==> src/rtl/muldiv_unit_if.sv <==
// rtl/muldiv_unit_if.sv - ALU-side request/result bundle for the multiply/divide unit
interface muldiv_unit_if #(
    parameter int DATA_W = 32
);
    logic              start;
    logic [4:0]        aluop;
    logic [DATA_W-1:0] aluA;
    logic [DATA_W-1:0] aluB;
    logic [DATA_W-1:0] hiOut;
    logic [DATA_W-1:0] loOut;
    logic              finish;
    logic              busy;

    modport master (
        output start, aluop, aluA, aluB,
        input  hiOut, loOut, finish, busy
    );

    modport slave (
        input  start, aluop, aluA, aluB,
        output hiOut, loOut, finish, busy
    );
endinterface

==> src/rtl/muldiv_unit.sv <==
// rtl/muldiv_unit.sv - iterative signed/unsigned multiply and restoring divide with HI/LO registers
module muldiv_unit #(
    parameter int DATA_W = 32
) (
    input  logic          CLK,
    input  logic          RST_N,
    muldiv_unit_if.slave  bus
);
    localparam int         CNT_W   = $clog2(DATA_W + 1);
    localparam logic [4:0] OP_MTHI = 5'b01001;
    localparam logic [4:0] OP_MTLO = 5'b01011;

    typedef enum logic [1:0] {S_IDLE, S_BUSY, S_FIX, S_DONE} state_t;

    state_t              r_state;
    logic [CNT_W-1:0]    r_cnt;
    logic [DATA_W-1:0]   r_a;
    logic [DATA_W-1:0]   r_b;
    logic [DATA_W-1:0]   r_hi;
    logic [DATA_W-1:0]   r_lo;
    logic                r_div;
    logic                r_neg_lo;
    logic                r_neg_hi;
    logic [DATA_W-1:0]   r_hi_out;
    logic [DATA_W-1:0]   r_lo_out;
    logic                r_finish;
    logic                r_busy;

    logic                w_go;
    logic                w_signed;
    logic                w_a_neg;
    logic                w_b_neg;
    logic [DATA_W-1:0]   w_a_mag;
    logic [DATA_W-1:0]   w_b_mag;
    logic [DATA_W:0]     w_sum;
    logic [DATA_W:0]     w_shift;
    logic                w_ge;
    logic [DATA_W-1:0]   w_diff;
    logic [2*DATA_W-1:0] w_prod_s;
    logic [DATA_W-1:0]   w_quo;
    logic [DATA_W-1:0]   w_rem;

    // Ops 01100..01111: bit1 selects divide, bit0 selects unsigned.
    assign w_go     = bus.start && (bus.aluop[4:2] == 3'b011);
    assign w_signed = ~bus.aluop[0];
    assign w_a_neg  = w_signed & bus.aluA[DATA_W-1];
    assign w_b_neg  = w_signed & bus.aluB[DATA_W-1];
    assign w_a_mag  = w_a_neg ? -bus.aluA : bus.aluA;
    assign w_b_mag  = w_b_neg ? -bus.aluB : bus.aluB;

    assign w_sum    = {1'b0, r_hi} + (r_lo[0] ? {1'b0, r_a} : '0);
    assign w_shift  = {r_hi, r_lo[DATA_W-1]};
    assign w_ge     = w_shift >= {1'b0, r_b};
    assign w_diff   = w_shift[DATA_W-1:0] - r_b;

    assign w_prod_s = r_neg_lo ? -{r_hi, r_lo} : {r_hi, r_lo};
    assign w_quo    = r_neg_lo ? -r_lo : r_lo;
    assign w_rem    = r_neg_hi ? -r_hi : r_hi;

    assign bus.hiOut  = r_hi_out;
    assign bus.loOut  = r_lo_out;
    assign bus.finish = r_finish;
    assign bus.busy   = r_busy;

    always_ff @(posedge CLK or negedge RST_N) begin
        if (!RST_N) begin
            r_state  <= S_IDLE;
            r_cnt    <= '0;
            r_a      <= '0;
            r_b      <= '0;
            r_hi     <= '0;
            r_lo     <= '0;
            r_div    <= 1'b0;
            r_neg_lo <= 1'b0;
            r_neg_hi <= 1'b0;
            r_hi_out <= '0;
            r_lo_out <= '0;
            r_finish <= 1'b0;
            r_busy   <= 1'b0;
        end else begin
            case (r_state)
                S_IDLE: begin
                    if (bus.aluop == OP_MTHI) r_hi_out <= bus.aluA;
                    if (bus.aluop == OP_MTLO) r_lo_out <= bus.aluA;
                    if (w_go) begin
                        r_div    <= bus.aluop[1];
                        r_cnt    <= CNT_W'(DATA_W);
                        r_a      <= w_a_mag;
                        r_b      <= w_b_mag;
                        r_hi     <= '0;
                        r_lo     <= bus.aluop[1] ? w_a_mag : w_b_mag;
                        // A zero divisor keeps the all-ones quotient unsigned-looking.
                        r_neg_lo <= (w_a_neg ^ w_b_neg) && !(bus.aluop[1] && (bus.aluB == '0));
                        r_neg_hi <= bus.aluop[1] & w_a_neg;
                        r_busy   <= 1'b1;
                        r_state  <= S_BUSY;
                    end
                end
                S_BUSY: begin
                    if (r_cnt == '0) begin
                        r_state <= S_FIX;
                    end else begin
                        r_cnt <= r_cnt - CNT_W'(1);
                        if (r_div) begin
                            r_hi <= w_ge ? w_diff : w_shift[DATA_W-1:0];
                            r_lo <= {r_lo[DATA_W-2:0], w_ge};
                        end else begin
                            r_hi <= w_sum[DATA_W:1];
                            r_lo <= {w_sum[0], r_lo[DATA_W-1:1]};
                        end
                    end
                end
                S_FIX: begin
                    if (r_div) begin
                        r_hi_out <= w_rem;
                        r_lo_out <= w_quo;
                    end else begin
                        {r_hi_out, r_lo_out} <= w_prod_s;
                    end
                    r_busy   <= 1'b0;
                    r_finish <= 1'b1;
                    r_state  <= S_DONE;
                end
                S_DONE: begin
                    if (!bus.start) begin
                        r_finish <= 1'b0;
                        r_state  <= S_IDLE;
                    end
                end
                default: r_state <= S_IDLE;
            endcase
        end
    end
endmodule
==> src/flat_wrapper.sv <==
// flat-port wrapper written by rule: the top's interface ports become plain ports
module muldiv_unit_flat 
#(
    parameter int DATA_W = 32
)
  (CLK, RST_N, bus_start, bus_aluop, bus_aluA, bus_aluB, bus_hiOut, bus_loOut, bus_finish, bus_busy);
  muldiv_unit_if #(.DATA_W(DATA_W)) bus_i ();
  input  logic CLK;
  input  logic RST_N;
  input wire logic [$bits(bus_i.start)-1:0] bus_start;
  input wire logic [$bits(bus_i.aluop)-1:0] bus_aluop;
  input wire logic [$bits(bus_i.aluA)-1:0] bus_aluA;
  input wire logic [$bits(bus_i.aluB)-1:0] bus_aluB;
  output wire logic [$bits(bus_i.hiOut)-1:0] bus_hiOut;
  output wire logic [$bits(bus_i.loOut)-1:0] bus_loOut;
  output wire logic [$bits(bus_i.finish)-1:0] bus_finish;
  output wire logic [$bits(bus_i.busy)-1:0] bus_busy;
  assign bus_i.start = bus_start;
  assign bus_i.aluop = bus_aluop;
  assign bus_i.aluA = bus_aluA;
  assign bus_i.aluB = bus_aluB;
  assign bus_hiOut = bus_i.hiOut;
  assign bus_loOut = bus_i.loOut;
  assign bus_finish = bus_i.finish;
  assign bus_busy = bus_i.busy;
  muldiv_unit #(.DATA_W(DATA_W)) u_core (.CLK(CLK), .RST_N(RST_N), .bus(bus_i));
endmodule
==> config.mk <==
export PLATFORM = sky130hd
export DESIGN_NAME = muldiv_unit_flat
export DESIGN_NICKNAME = d
export VERILOG_FILES = /design/src/rtl/muldiv_unit_if.sv /design/src/rtl/muldiv_unit.sv /design/src/flat_wrapper.sv
export SDC_FILE = /design/constraint.sdc
export NUM_CORES = 1
export LEC_CHECK = 0
export BUFFER_PORTS_ARGS = -buffer_cell sky130_fd_sc_hd__buf_4
export CAP_MARGIN = 20
export CORE_MARGIN = 4
export CORE_UTILIZATION = 45
export CTS_CLUSTER_DIAMETER = 120
export CTS_CLUSTER_SIZE = 16
export DETAILED_ROUTE_END_ITERATION = 8
export PLACE_DENSITY_LB_ADDON = 0.1
export SLEW_MARGIN = 20
export SYNTH_ARGS = -nofsm -noshare
export SYNTH_HDL_FRONTEND = slang
export SYNTH_SLANG_ARGS = --single-unit
==> constraint.sdc <==
create_clock -name CLK -period 3.7 [get_ports CLK]
set_input_delay 0.555 -clock CLK [delete_from_list [all_inputs] [get_ports CLK]]
set_output_delay 0.555 -clock CLK [all_outputs]
set_load 0.02 [all_outputs]
=== Yosys cells after proc, flatten, opt, wreduce, memory -nomap -nowiden ===
Cells that the tools add are included.

* Bits of input ports: 72
* Output and inout port bits: 66
* Word-level logic and storage cells: 89
* Register bits after elaboration: 205

* Reductions and logical operators: 17
* Bitwise operators: 5
* Mux-type cells: 33
* Add/subtract/negate cells: 8
* Order comparisons: 1
* Eq/ne operators: 12

{| class="wikitable"
|+ Operators by type and width
! cell !! count
|-
| 32-bit two-way mux || 17
|-
| 32-bit case mux with 2 select lines || 4
|-
| 32-bit negation || 4
|-
| 64-bit two-way mux || 1
|-
| 64-bit negation || 1
|-
| 32-bit by 33-bit adder with 33-bit output || 1
|-
| 33-bit by 32-bit >= comparator with 1-bit output || 1
|-
| 32-bit logical NOT || 1
|-
| 32-bit subtractor || 1
|-
| 6-bit two-way mux || 2
|-
| 6-bit case mux with 2 select lines || 1
|-
| 5-bit by 4-bit == test with 1-bit output (second input constant) || 2
|-
| 2-bit AND reduction || 5
|-
| 2-bit by 1-bit inequality test with 1-bit output (second input constant) || 4
|-
| 2-bit case mux with 4 select lines || 1
|-
| 6-bit logical NOT || 1
|-
| 2-bit two-way mux || 3
|-
| 3-bit AND reduction || 2
|-
| 2-bit nonzero test || 3
|-
| 6-bit by 1-bit subtractor with 6-bit output (second input constant) || 1
|-
| 2-bit == test (second input constant) || 2
|-
| 2-bit inequality test (second input constant) || 2
|-
| 1-bit case mux with 2 select lines || 2
|-
| 1-bit AND || 3
|-
| other kinds (8) || 11
|}

=== Depth between registers and ports, before layout ===
* Depth in word-level cells: 6
* Gate-level depth with buffers: 15
* Depth with buffers taken out: 13

=== Worst setup path after synthesis ===
OpenSTA, ideal clock, no wires.

* Path type: reg2reg
* From: reg u_core.r_lo[0]
* To: reg u_core.r_hi[17]
* Path buffers: 2
* Setup time: 0.126 ns
* Arrival time: 3.089 ns
* Period minus slack after synthesis: 3.215 ns
* Cell stages (with the launch flop): 16
* Data required time: 3.574 ns
* Slack: 0.485 ns
* Cells stage by stage: dfrtp_1 > clkbuf_1 > clkbuf_1 > and2_1 > ha_1 > inv_1 > fa_1 > nor2b_1 > o31a_1 > o211ai_1 > nand2_1 > nand2_1 > o21ai_0 > a211oi_1 > a211o_1 > a221o_1

* Cells in the longest elaborated chain, start to end: 5

{| class="wikitable"
|+ RTL lines
! element !! line !! source
|-
| from (decl) || muldiv_unit.sv:20 || <nowiki>logic [DATA_W-1:0] r_lo;</nowiki>
|-
| from (signal assigned) || muldiv_unit.sv:91 || <nowiki>r_lo <= bus.aluop[1] ? w_a_mag : w_b_mag;</nowiki>
|-
| from (signal assigned) || muldiv_unit.sv:106 || <nowiki>r_lo <= {r_lo[DATA_W-2:0], w_ge};</nowiki>
|-
| from (signal assigned) || muldiv_unit.sv:109 || <nowiki>r_lo <= {w_sum[0], r_lo[DATA_W-1:1]};</nowiki>
|-
| 32-bit two-way mux || muldiv_unit.sv:51 || <nowiki>assign w_sum = {1'b0, r_hi} + (r_lo[0] ? {1'b0, r_a} : '0);</nowiki>
|-
| 32-bit by 33-bit adder with 33-bit output || muldiv_unit.sv:51 ||
|-
| 32-bit two-way mux || muldiv_unit.sv:104 || <nowiki>if (r_div) begin</nowiki>
|-
| 32-bit two-way mux || muldiv_unit.sv:100 || <nowiki>if (r_cnt == '0) begin</nowiki>
|-
| 32-bit case mux with 2 select lines || muldiv_unit.sv:81 || <nowiki>case (r_state)</nowiki>
|-
| to (signal assigned) || muldiv_unit.sv:105 || <nowiki>r_hi <= w_ge ? w_diff : w_shift[DATA_W-1:0];</nowiki>
|-
| to (signal assigned) || muldiv_unit.sv:108 || <nowiki>r_hi <= w_sum[DATA_W:1];</nowiki>
|-
| to (decl) || muldiv_unit.sv:19 || <nowiki>logic [DATA_W-1:0] r_hi;</nowiki>
|}

Every way passes these cells. The select of a mux whose other input is x is not followed.
A chain may end at the register's enable or synchronous reset.

=== Worst setup path in the final report ===
* From: reg u_core.r_b[31]
* To: reg u_core.r_hi[0]

* Cells in the longest elaborated chain, start to end: 5

{| class="wikitable"
|+ RTL lines
! element !! line !! source
|-
| from (decl) || muldiv_unit.sv:18 || <nowiki>logic [DATA_W-1:0] r_b;</nowiki>
|-
| from (signal assigned) || muldiv_unit.sv:89 || <nowiki>r_b <= w_b_mag;</nowiki>
|-
| 33-bit by 32-bit >= comparator with 1-bit output || muldiv_unit.sv:53 || <nowiki>assign w_ge = w_shift >= {1'b0, r_b};</nowiki>
|-
| 32-bit two-way mux || muldiv_unit.sv:105 ||
|-
| 32-bit two-way mux || muldiv_unit.sv:104 ||
|-
| 32-bit two-way mux || muldiv_unit.sv:100 ||
|-
| 32-bit case mux with 2 select lines || muldiv_unit.sv:81 ||
|}

Every way passes these cells. The select of a mux whose other input is x is not followed.

==> results.yml <==
clock_tree:
  clk_pin_slew_ps: 90
  cts_max_level: 1
  clock-sinks: 205
  cts_setup_buffers: 0
  clock_latency_ps: 520
  cts_tree: "built"
  clk_path_buf_depth: 3
  cts_root_buf: "clkbuf_16"
  cts_made_buffers: 16
sta:
  finalHoldViolations: 0
  fin_setup_tns_ps: 0
  finClkSkew_ps: 31.2
  finalSetupViolations: 0
  setup_slack_ps: 216
  timing.fmax_mhz: 287
  max_slew.worst_pin.slew_ps: 897
  fin_crit_ps: 3480
  rsz0062_at_grt: "no"
  max_slew_margin_pct: 40.2
  period_share_pct: 94.2
  final_max_slew_viol_count: 0
synth:
  syn_area_per_cell_um2: 7.96
  synthDominantCellAreaShare_pct: 31.4
  yosys_warnings: 0
  syn_nets: 2200
  synth.area.top_cells: "dfrtp_1 31%, o21ai_0 6.4%, nand2_1 5.7%"
  synth_edf_count: 0
  synth_top_area_cell: "dfrtp_1"
  syn_inst: 2052
  synth_flop_cell: "dfrtp_1"
  ys_ff_latch: 205
  synthesis.area_um2: 16300
  synth_cell_type_count: 78
  async_flop_share_pct: 100
  yosysSeqAreaShare_pct: 31.4
floorplanning:
  dieWidth_um: 198
  dieArea_um2: 39400
  ioPinCount: 138
  fp.dieH_um: 198
  rows: 69
  initial_core_util_pct: 45.8
  core_um2: 35700
global_routing:
  antenna_found_initial: 0
  globalRouteOverflowTotal: 0
  grt_max_degree: 96
  grt_pass1_vias: 15400
  grt_pass1_wl_um: 93200
  grt_util_all_layers_pct: 30.5
power:
  ir_drop_mv: 1.02
  power_density_nw_per_um2: 976
  seqPwrFrac_pct: 23.4
  internal_power_mw: 8.80
  clkPwrFrac_pct: 9.4
  power_leakage_nw: 8.20
  combPwrFrac_pct: 67.2
  swShare_pct: 51.6
  p_switching_mw: 9.38
detailed_routing:
  detail-route-antenna-nets: 0
  wl_per_cell_um: 23.5
  num_vias: 16200
  drcViolationCount: 0
  drtIter0Drc: 1600
  vias_per_cell: 6.16
  drt_pass1_iterations: 6
  wl_um: 61600
place:
  io_buffers: 137
  gp_congestion: 0.993
  dp_cells: 2606
  pre_cts_slack_ps: 172
  place_hpwl_um: 48000
job:
  cap_violations: 0
cells_and_area:
  area_growth_pct: 14.1
  nFillCells: 3516
  nets: 2311
  mostFrequentLayoutCell: "nand2_1"
  insertedDiodeCount: 0
  multi_input_area_um2: 10500
  drive_gt1_share_pct: 13.5
  mostFrequentLayoutCells: "250 x nand2_1, 214 x buf_4, 210 x o21ai_0"
  fin_cells: 2625
  regArea_um2: 5130
  utilization_pct: 52.2
worst_hold_path:
  hold_path.class: "primary input to async pin"
run_status:
  status: "finished, final reports clean"
critical_path:
  crit_required_ps: 4070
  worstPathArrival_ps: 3860
  crit_type: "register to register"
  crit_path_start_kind: "register"
  cp_max_fo: 23
  endpoint_kind: "register"
-- per-stage QoR --
stage | hold slack, ps | total power, mW | cell area, um^2
2_1_floorplan | 259 | 12.1 | 16300
3_3_place_gp | 458 | 16.2 | 18200
3_5_place_dp | 467 | 16.3 | 18200
4_1_cts | 141 | 18.1 | 18600
5_1_grt | 149 | 19.5 | 18600
6_report | 97.1 | 18.2 | 18600
-- cells in the mapped netlist (25+ instances only) --
library cell  count
xor2_1           89
nand3_1          38
or3_1            25
xnor2_1          79
and2_1           38
nor2_1          177
clkbuf_1        106
mux2i_1          36
nor3_1           37
o21ai_0         210
dfrtp_1         205
a21oi_1         166
a211oi_1         50
o31ai_1          26
a21o_1           53
nand2_1         250
inv_1            65
ha_1             74
-- per-layer routing --
| layer | vias up | GRT usage, % | wire length (um) |
|---|---|---|---|
| li1 | 7582 | - | - |
| met1 | 7892 | 43.3 | 27300 |
| met2 | 590 | 49.5 | 28900 |
| met3 | 97 | 3.07 | 3350 |
| met4 | 0 | 9.25 | 2130 |
| met5 | - | 0 | 0 |
-- power groups by stage --
stage | logic [mW] | registers (mW) | clock network [mW]
2_1_floorplan | 7.69 | 4.36 | 0
3_3_place_gp | 12.0 | 4.26 | 0
3_5_place_dp | 12.0 | 4.29 | 0
4_1_cts | 12.1 | 4.25 | 1.73
5_1_grt | 13.3 | 4.38 | 1.81
6_report | 12.2 | 4.26 | 1.70
-- state kept, by name, indices dropped and copies added, names as in the netlist, 2 cells and up --
register,count
u_core.bus.hiOut,32
u_core.bus.loOut,32
u_core.r_a,32
u_core.r_b,32
u_core.r_hi,32
u_core.r_lo,32
u_core.r_cnt,6
u_core.r_state,2
-- path summary, 6_finish.rpt --
check,from,to,slack (ps),cells past startpoint
setup / recovery,u_core.r_b[31],u_core.r_hi[0],220,12
hold / removal,RST_N,u_core.r_hi[28],100,1
setup reg to reg,u_core.r_b[31],u_core.r_hi[0],220,12
hold reg to reg,u_core.r_a[3],u_core.r_a[3],480,2
max in group asynchronous,RST_N,u_core.bus.hiOut[17],2740,2
min in group CLK,bus_start,u_core.bus.finish,280,3
-- timing repair --
action,in CTS,in global routing
resized for setup,0,5
hold buffers,0,0
setup endpoints to repair,0,21
-- worst max-delay path, cell delays in order (launching register included) --
cell	delay [ps]
dfrtp_1	360
inv_1	80
ha_1	420
nand4b_1	350
nor4_2	460
nand4_1	120
nor3_1	380
a2111oi_0	180
buf_4	190
o21a_1	160
buf_12	190
a21oi_1	290
o221ai_1	150
-- kinds of logic (layout without fill, tap and decap cells) --
| kind of cell | after synthesis | count (layout) | synth area share, % |
|---|---|---|---|
| AO/OA/AOI/OAI | 667 | 667 | 25.4 |
| XOR/XNOR | 168 | 168 | 9.01 |
| adder cells (fa/ha/maj) | 76 | 76 | 5.92 |
| buffers and inverters | 192 | 304 | 4.48 |
| flip-flops | 205 | 205 | 31.4 |
| multiplexers | 59 | 59 | 3.79 |
| AND/OR/NAND/NOR | 685 | 685 | 20.0 |
-- area by class of cell --
type                    instances  area share [%]
multi-input cells            1655            56.6
clock buffers                  18            2.30
inverters                      66            1.33
well taps                     461            3.10
flip-flops and latches        205            27.6
repair buffers                219            9.14
clock inverters                 1          0.0269
No activity file was read; power rests on OpenSTA's default activity.
